--- src/rtl/peak_meter_pkg.sv ---
// Shared types and helpers for the peak meter.
//   NUM_CH / WIDTH : channel count and signed sample width of the audio bus
//   sample_t       : one signed audio sample
//   level_t        : unsigned magnitude (one bit narrower than a sample)
//   audio_frame_t  : one frame of NUM_CH samples as delivered on the bus
//   state_e        : peak meter sequencer states
//   led_bar()      : bar-graph encoding of a level plus the clip indicator
package peak_meter_pkg;

  localparam int unsigned NUM_CH = 8;
  localparam int unsigned WIDTH  = 24;
  localparam int unsigned IDX_W  = $clog2(NUM_CH);

  typedef logic signed [WIDTH-1:0] sample_t;
  typedef logic        [WIDTH-2:0] level_t;
  typedef sample_t     [0:NUM_CH-1] audio_frame_t;

  typedef enum logic [1:0] {
    StIdle,
    StScan,
    StDone
  } state_e;

  // One LED per octave from 2^16 upwards; the top LED shows the clip flag.
  function automatic logic [7:0] led_bar(level_t peak, logic clip_bit);
    logic [7:0] bar;
    for (int k = 0; k < 7; k++) begin
      bar[k] = (peak >= (level_t'(1) << (16 + k)));
    end
    bar[7] = clip_bit;
    return bar;
  endfunction

endpackage

--- src/rtl/peak_meter_abs_sat.sv ---
// Saturating absolute value of a signed sample.
//   x_i : signed sample
//   a_o : |x_i|, with the most negative sample clamped to the largest level
module peak_meter_abs_sat
  import peak_meter_pkg::*;
(
  input  sample_t x_i,
  output level_t  a_o
);

  localparam sample_t MinVal = {1'b1, {(WIDTH - 1){1'b0}}};

  always_comb begin
    if (x_i == MinVal) begin
      a_o = '1;
    end else if (x_i[WIDTH-1]) begin
      a_o = level_t'(-x_i);
    end else begin
      a_o = level_t'(x_i);
    end
  end

endmodule

--- src/rtl/peak_meter.sv ---
// Per-channel peak meter with hold, exponential decay and sticky clip/overrun flags.
// Channels are scanned serially (one per clock) through a single abs/compare datapath.
//   clk, rst_n  : clock, asynchronous active-low reset
//   data_valid  : one-cycle strobe, audio_bus carries a new frame
//   audio_bus   : NUM_CH signed samples
//   chan_sel    : channel shown on led / peak_out
//   clip_clear  : clears all clip flags and overrun
//   led         : bar graph of the selected channel (bit 7 = its clip flag)
//   peak_out    : current peak of the selected channel
//   clip        : sticky per-channel clip flags
//   overrun     : sticky, a frame arrived while a scan was in progress
//   frame_done  : one-cycle pulse when led / peak_out take a scan result
module peak_meter
  import peak_meter_pkg::*;
#(
  parameter int unsigned HOLD_FRAMES = 4800,
  parameter int unsigned DECAY_SHIFT = 6,
  parameter level_t      CLIP_LEVEL  = level_t'(24'h7FFF00)
) (
  input  logic              clk,
  input  logic              rst_n,
  input  logic              data_valid,
  input  audio_frame_t      audio_bus,
  input  logic [IDX_W-1:0]  chan_sel,
  input  logic              clip_clear,
  output logic [7:0]        led,
  output level_t            peak_out,
  output logic [NUM_CH-1:0] clip,
  output logic              overrun,
  output logic              frame_done
);

  localparam int unsigned HoldW = $clog2(HOLD_FRAMES + 1);

  state_e             state_q, state_d;
  logic [IDX_W-1:0]   idx_q, idx_d;
  audio_frame_t       frame_q;
  level_t             peak_q [NUM_CH];
  logic [HoldW-1:0]   hold_q [NUM_CH];
  logic [7:0]         led_q, led_d;
  level_t             peak_out_q, peak_out_d;
  logic [NUM_CH-1:0]  clip_q, clip_d;
  logic               overrun_q, overrun_d;
  logic               frame_done_q, frame_done_d;

  logic               latch_en, scan_en, out_en;
  level_t             cur_a, cur_peak, decay, peak_new;
  logic [HoldW-1:0]   cur_hold, hold_new;

  // Shared datapath for the channel being scanned.
  peak_meter_abs_sat u_abs_sat (
    .x_i (frame_q[idx_q]),
    .a_o (cur_a)
  );

  assign cur_peak = peak_q[idx_q];
  assign cur_hold = hold_q[idx_q];
  assign decay    = cur_peak >> DECAY_SHIFT;

  always_comb begin
    peak_new = cur_peak;
    hold_new = cur_hold;
    if (cur_a >= cur_peak) begin
      peak_new = cur_a;
      hold_new = HoldW'(HOLD_FRAMES);
    end else if (cur_hold != '0) begin
      hold_new = cur_hold - HoldW'(1);
    end else if (decay != '0) begin
      peak_new = cur_peak - decay;
    end else if (cur_peak != '0) begin
      // Small peaks would never reach zero through the shift alone.
      peak_new = cur_peak - level_t'(1);
    end
  end

  // Sequencer: state register.
  always_ff @(posedge clk or negedge rst_n) begin
    if (!rst_n) begin
      state_q <= StIdle;
      idx_q   <= '0;
    end else begin
      state_q <= state_d;
      idx_q   <= idx_d;
    end
  end

  // Sequencer: next state.
  always_comb begin
    state_d = state_q;
    idx_d   = idx_q;
    unique case (state_q)
      StIdle: begin
        if (data_valid) begin
          state_d = StScan;
          idx_d   = '0;
        end
      end
      StScan: begin
        idx_d = idx_q + IDX_W'(1);
        if (idx_q == IDX_W'(NUM_CH - 1)) begin
          state_d = StDone;
        end
      end
      StDone:  state_d = StIdle;
      default: state_d = StIdle;
    endcase
  end

  // Sequencer: outputs and flag next-state.
  always_comb begin
    latch_en = (state_q == StIdle) && data_valid;
    scan_en  = (state_q == StScan);
    out_en   = (state_q != StScan);

    // Sets are OR-ed in after the clear so a same-cycle set wins.
    clip_d = clip_clear ? '0 : clip_q;
    if (scan_en && (cur_a >= CLIP_LEVEL)) begin
      clip_d[idx_q] = 1'b1;
    end
    overrun_d = (clip_clear ? 1'b0 : overrun_q) | (data_valid && (state_q != StIdle));

    peak_out_d   = peak_q[chan_sel];
    led_d        = led_bar(peak_q[chan_sel], clip_d[chan_sel]);
    frame_done_d = (state_q == StDone);
  end

  always_ff @(posedge clk or negedge rst_n) begin
    if (!rst_n) begin
      frame_q      <= '0;
      led_q        <= '0;
      peak_out_q   <= '0;
      clip_q       <= '0;
      overrun_q    <= 1'b0;
      frame_done_q <= 1'b0;
      for (int unsigned i = 0; i < NUM_CH; i++) begin
        peak_q[i] <= '0;
        hold_q[i] <= '0;
      end
    end else begin
      if (latch_en) begin
        frame_q <= audio_bus;
      end
      if (scan_en) begin
        peak_q[idx_q] <= peak_new;
        hold_q[idx_q] <= hold_new;
      end
      if (out_en) begin
        led_q      <= led_d;
        peak_out_q <= peak_out_d;
      end
      clip_q       <= clip_d;
      overrun_q    <= overrun_d;
      frame_done_q <= frame_done_d;
    end
  end

  assign led        = led_q;
  assign peak_out   = peak_out_q;
  assign clip       = clip_q;
  assign overrun    = overrun_q;
  assign frame_done = frame_done_q;

endmodule

--- config.mk ---
export PLATFORM = sky130hd
export DESIGN_NAME = peak_meter
export DESIGN_NICKNAME = d
export VERILOG_FILES = /design/src/rtl/peak_meter_pkg.sv /design/src/rtl/peak_meter_abs_sat.sv /design/src/rtl/peak_meter.sv
export SDC_FILE = /design/constraint.sdc
export NUM_CORES = 1
export LEC_CHECK = 0
export BUFFER_PORTS_ARGS = -buffer_cell sky130_fd_sc_hd__clkbuf_2
export CORE_UTILIZATION = 61
export CTS_CLUSTER_DIAMETER = 80
export DETAILED_ROUTE_END_ITERATION = 8
export MAX_ROUTING_LAYER = met4
export PLACE_DENSITY_LB_ADDON = 0.05
export SLEW_MARGIN = 20
export SYNTH_ARGS = -nofsm -noshare
export SYNTH_HDL_FRONTEND = slang
export SYNTH_SLANG_ARGS = --single-unit
--- constraint.sdc ---
create_clock -name clk -period 8.5 [get_ports clk]
set_input_delay 1.275 -clock clk [delete_from_list [all_inputs] [get_ports clk]]
set_output_delay 1.275 -clock clk [all_outputs]
set_load 0.02 [all_outputs]
After elaboration in Yosys (flattened, before gate mapping) --
Index checks and enable logic that the tools add are counted.
Word-level totals: register bits after elaboration 526, bits of input ports 199, logic and storage cells 113
Cells by class: $add $sub $neg 5, order comparisons 15, equal/unequal tests 7, muxes and demuxes 38, bitwise gates (word level) 4, reduce and logical (&&, ||, !) cells 13
Operator list (count):
- $mux 23 | 11
- $bwmux 184 | 1
- $bmux 23 s3 | 2
- $bwmux 104 | 1
- $bmux 24 s3 | 1
- $demux 23 s3 | 1
- $mux 13 | 5
- $mux 24 | 2
- $ge 23x23->1 const B | 2
- $reduce_bool 23->1 | 2
- $bmux 13 s3 | 1
- $demux 13 s3 | 1
- $eq 24x24->1 const B | 1
- $ge 23x17->1 const B | 1
- $ge 23x18->1 const B | 1
- $ge 23x19->1 const B | 1
- $ge 23x20->1 const B | 1
- $ge 23x21->1 const B | 1
- $ge 23x22->1 const B | 1
- $ge 23x23->1 | 1
- $neg 23->23 | 1
- $sub 23x1->23 const B | 1
- $sub 23x17->23 | 1
- $mux 8 | 2
- 26 further kinds | 39

Logic depth before layout (Yosys ltp) --
depth in word-level cells 12, depth in mapped cells 32, depth with buffers taken out 23

Hierarchy --
From an unflattened synthesis, not the netlist that was laid out.
Unflattened totals: cells, all modules 3040, area, all modules 29627.2 um^2
By module, submodules not included:
- peak_meter | times used 1, cells each 2917, area an instance 28847.7 um^2, seq. area each 13162.6 um^2
- peak_meter_abs_sat | times used 1, cells each 123, area an instance 779.5 um^2, seq. area each 0.0 um^2

Worst setup path after synthesis --
OpenSTA, ideal clock, no wires.
path kind reg-to-reg, from register idx_q[1], to register peak_q[73] (netlist name), library setup time 0.140 ns, data arrival time 6.680 ns, required time 8.360 ns, setup slack 1.680 ns, stages on the path, launching flop included 32, buffers on the path 10, clock period less this slack 6.820 ns, cells stage by stage dfrtp_1 -> buf_6 -> buf_8 -> buf_8 -> buf_6 -> buf_6 -> buf_4 -> buf_2 -> buf_1 -> mux4_2 -> a21oi_1 -> ha_1 -> nand2_1 -> nor3_1 -> nand3_1 -> clkbuf_1 -> and2_1 -> ha_1 -> nand2b_1 -> a21o_1 -> a21o_1 -> a21o_1 -> a21o_1 -> a211o_1 -> a211o_1 -> a21oi_1 -> o21a_1 -> o31a_1 -> clkbuf_1 -> o221ai_1 -> o21ai_1 -> o21ai_0
Between the ends: word-level cells in the longest chain between the ends 10
RTL lines:
- start: declaration | RTL line peak_meter.sv:36 | logic [IDX_W-1:0] idx_q, idx_d;
- start signal: assignment | RTL line peak_meter.sv:83 | idx_q <= idx_d;
- $not 3->4 (implied by the code) (*)
- $bmux 24 s3 / $bmux 23 s3 (equally long branches) | RTL line peak_meter.sv:52, peak_meter.sv:56
- $mux 24 (implied by the code) / $mux 23 (equally long branches) (2 in a row) | RTL line peak_meter.sv:52, peak_meter.sv:56
- $neg 23->23 (tied with other cells) | RTL line peak_meter_abs_sat.sv:17 | a_o = level_t'(-x_i);
- $mux 23 (on tied branches) | RTL line peak_meter_abs_sat.sv:16, peak_meter.sv:70
- $mux 23 (on tied branches) | RTL line peak_meter_abs_sat.sv:14, peak_meter.sv:68
- $ge 23x23->1 / $mux 23 (equally long branches) | RTL line peak_meter.sv:63, peak_meter.sv:66
- $mux 23 | RTL line peak_meter.sv:63 | if (cur_a >= cur_peak) begin
- $bwmux 184 (*) | RTL line peak_meter.sv:144 | peak_q[idx_q] <= peak_new;
- end signal: indexed assignment | RTL line peak_meter.sv:144
- end: declaration | RTL line peak_meter.sv:38 | level_t peak_q [NUM_CH];
Mark *: on every way between the ends. The rest lies on a longest branch, timed or not. The select of a mux whose other input is x is not followed. A chain may end at the register's enable or synchronous reset.

Final worst setup path --
from register idx_q[2], to register peak_q[38] (netlist name)
The elaborated chain is that of the path after synthesis.

==> results.json <==
{
  "routed-via-count": 22307,
  "worstMarginPinSlew_ns": 1.054,
  "routedWlPerCell_um": 21.64,
  "grt_pass1_wl_um": 124300,
  "grt_usage_pct": 35.88,
  "rows": 77,
  "core_area_um2": 44510,
  "drv_cap": 0,
  "grt_max_degree": 183,
  "min_period_over_period_pct": 89.71,
  "grt_pass1_vias": 22413,
  "critPathSlowestCell": "dfrtp_2",
  "finish.utilization_pct": 70.28,
  "synth.avg_cell_area_um2": 9.786,
  "synthToLayoutAreaGrowth_pct": 12.80,
  "cp.required_ns": 8.95,
  "first_pass_iters": 5,
  "synth_cell_types": 87,
  "ios": 240,
  "hold_buffers": 0,
  "finalCriticalPeriod_ns": 7.625,
  "post-place-ws_ns": 1.067,
  "grt.overflow.total": 0,
  "cts_tree": "built",
  "insertion_delay_ns": 0.63,
  "slew_headroom_pct": 29.74,
  "layout-drive-gt1-share_pct": 20.62,
  "setup_viol": 0,
  "synth-seq-cells": 526,
  "mostFrequentLayoutCells": "nand2_1, dfrtp_1, clkbuf_2, o21ai_0, mux4_2",
  "synthArstFlopShare_pct": 100.0,
  "fmax_mhz": 131.1,
  "start_util_pct": 62.31,
  "drc_errors": 0,
  "htree_levels": 2,
  "worstPathCellList": "buf_4 > mux4_2 > mux2i_1 > and4bb_2 > nand3_4 > nor2_1 > nand2_1 > nor3_1 > nand3_1 > and2_1 > ha_1 > nand2b_1 > a21o_1 > a21o_1 > a21o_1 > a21o_1 > a211o_1 > a211o_1 > a21oi_1 > o21a_1 > o31a_1 > a21oi_1 > a31oi_1 > o21ai_0",
  "die-height_um": 215.2,
  "ys_warn_count": 0,
  "end_kind": "flop",
  "rsz0062_at_grt": "no",
  "dieArea_um2": 46320,
  "synth_flop_cell": "dfrtp_1",
  "gp_congestion": 0.9817,
  "drtIter0Drc": 2203,
  "io_buffers": 239,
  "post_synth_inst_count": 2834,
  "cp_common_cell": "a21o_1",
  "skew_ns": 0.03011,
  "synth_fp_nets": 3080,
  "final_nets": 3248,
  "status": "completed",
  "cts_resized": 0,
  "synth_edf_count": 0,
  "viasPerCell": 6.132,
  "path_clk_slew_ns": 0.06,
  "clk_path_buf_depth": 3,
  "cts_root_buffer": "clkbuf_16",
  "path_class": "flop to flop",
  "cts_buffers": 56,
  "cts.sinks": 526,
  "yosysSeqAreaShare_pct": 47.46,
  "hold_viol_final": 0,
  "n_antenna_cell": 0,
  "slowest_delay_ns": 0.87,
  "hold_slack_ns": 0.4697,
  "syn_area_um2": 27730,
  "fin_ws_ns": 0.8746,
  "cp_max_fo": 32,
  "antenna_found_initial": 0,
  "critPathLaunchType": "flop",
  "cts_setup_buffers": 0,
  "wl_um": 78730,
  "worstPathArrival_ns": 8.07,
  "ant_nets": 0,
  "slew_violations": 0,
  "final_common_cell": "nand2_1",
  "die_w_um": 215.2,
  "tns_ns": 0,
  "min_path_type": "flop to flop",
  "place_hpwl_um": 51280
}
cells by family (layout without fill, tap and decap cells):
kind of cell / after synthesis / after routing / synth area share, %
compound gates: 406 / 406 / 8.915
xor+xnor: 40 / 40 / 1.263
fa+ha+maj: 47 / 47 / 2.148
buf+inv: 228 / 440 / 3.627
flops: 526 / 526 / 47.46
mux: 289 / 289 / 17.79
simple gates: 1298 / 1298 / 18.79
flip-flops by register name, indices dropped and copies added, names as in the netlist:
signal      cells
clip            8
frame_done      1
frame_q       192
hold_q        104
idx_q           3
led             8
overrun         1
peak_out       23
peak_q        184
state_q         2
per-stage QoR:
step,std cells,cell area (um^2)
floorplan,2834,27730
global placement,3536,29350
detailed placement,3536,29350
CTS,3638,31280
global route,3638,31280
finish,3638,31280
layout make-up:
type	count	area (um^2)
clock inverters	19	245.2
inverters	48	180.2
repair buffers	290	1620
flip-flops and latches	526	13170
clock buffers	83	1685
multi-input cells	2080	13640
fillers	3368	13230
well taps	592	740.7
cells in the mapped netlist (7+ instances only):
cell type / instances / area, um^2
buf_1: 12 / 45.04
xor2_1: 20 / 175.2
nor2b_1: 10 / 62.56
buf_6: 8 / 90.09
nor3_1: 23 / 115.1
o21ai_0: 188 / 940.9
nand4_1: 13 / 81.33
mux4_2: 157 / 3536
clkbuf_1: 128 / 480.5
nand2_1: 1069 / 4013
o21ai_1: 10 / 50.05
o21a_1: 12 / 90.09
ha_1: 46 / 575.6
nor2_1: 97 / 364.1
inv_1: 47 / 176.4
o31ai_1: 13 / 97.59
a21oi_1: 70 / 350.3
a211oi_1: 10 / 75.07
nand3_1: 27 / 135.1
buf_4: 11 / 82.58
mux2_2: 41 / 461.7
and3_1: 8 / 50.05
and2_1: 13 / 81.33
xnor2_1: 20 / 175.2
nand2b_1: 7 / 43.79
buf_2: 18 / 90.09
a21o_1: 7 / 52.55
a31oi_1: 13 / 81.33
mux2i_1: 87 / 870.8
o22ai_1: 17 / 106.4
dfrtp_1: 526 / 13160
per-layer routing:
| layer | global-route usage, % | part of all wire (%) |
|---|---|---|
| met4 | 14.87 | 4.1 |
| met2 | 55.12 | 47 |
| met5 | - | 0 |
| met1 | 48.47 | 41 |
| met3 | 5.025 | 7.5 |
worst max-delay path: cells and delay by family (launching register included):
kind	cells	cell delay (ns)
fa+ha+maj	1	0.29
simple gates	8	1.99
buf+inv	1	0.48
compound gates	12	3.18
mux	2	0.64
flops	1	0.87
path summary, 6_finish.rpt:
path,startpoint,end,slack (ns),cells after the start
setup / recovery,idx_q[2],peak_q[38],0.87,24
hold / removal,hold_q[23],hold_q[23],0.47,2
setup reg to reg,idx_q[2],peak_q[38],0.87,24
hold reg to reg,hold_q[23],hold_q[23],0.47,2
max in group asynchronous,rst_n,frame_q[110],5.73,3
min in group asynchronous,rst_n,peak_out[9],0.68,1
Power is left out: the tool's default activity adds up to more than one toggle a clock period on the data nets, which glitch-free logic cannot reach.
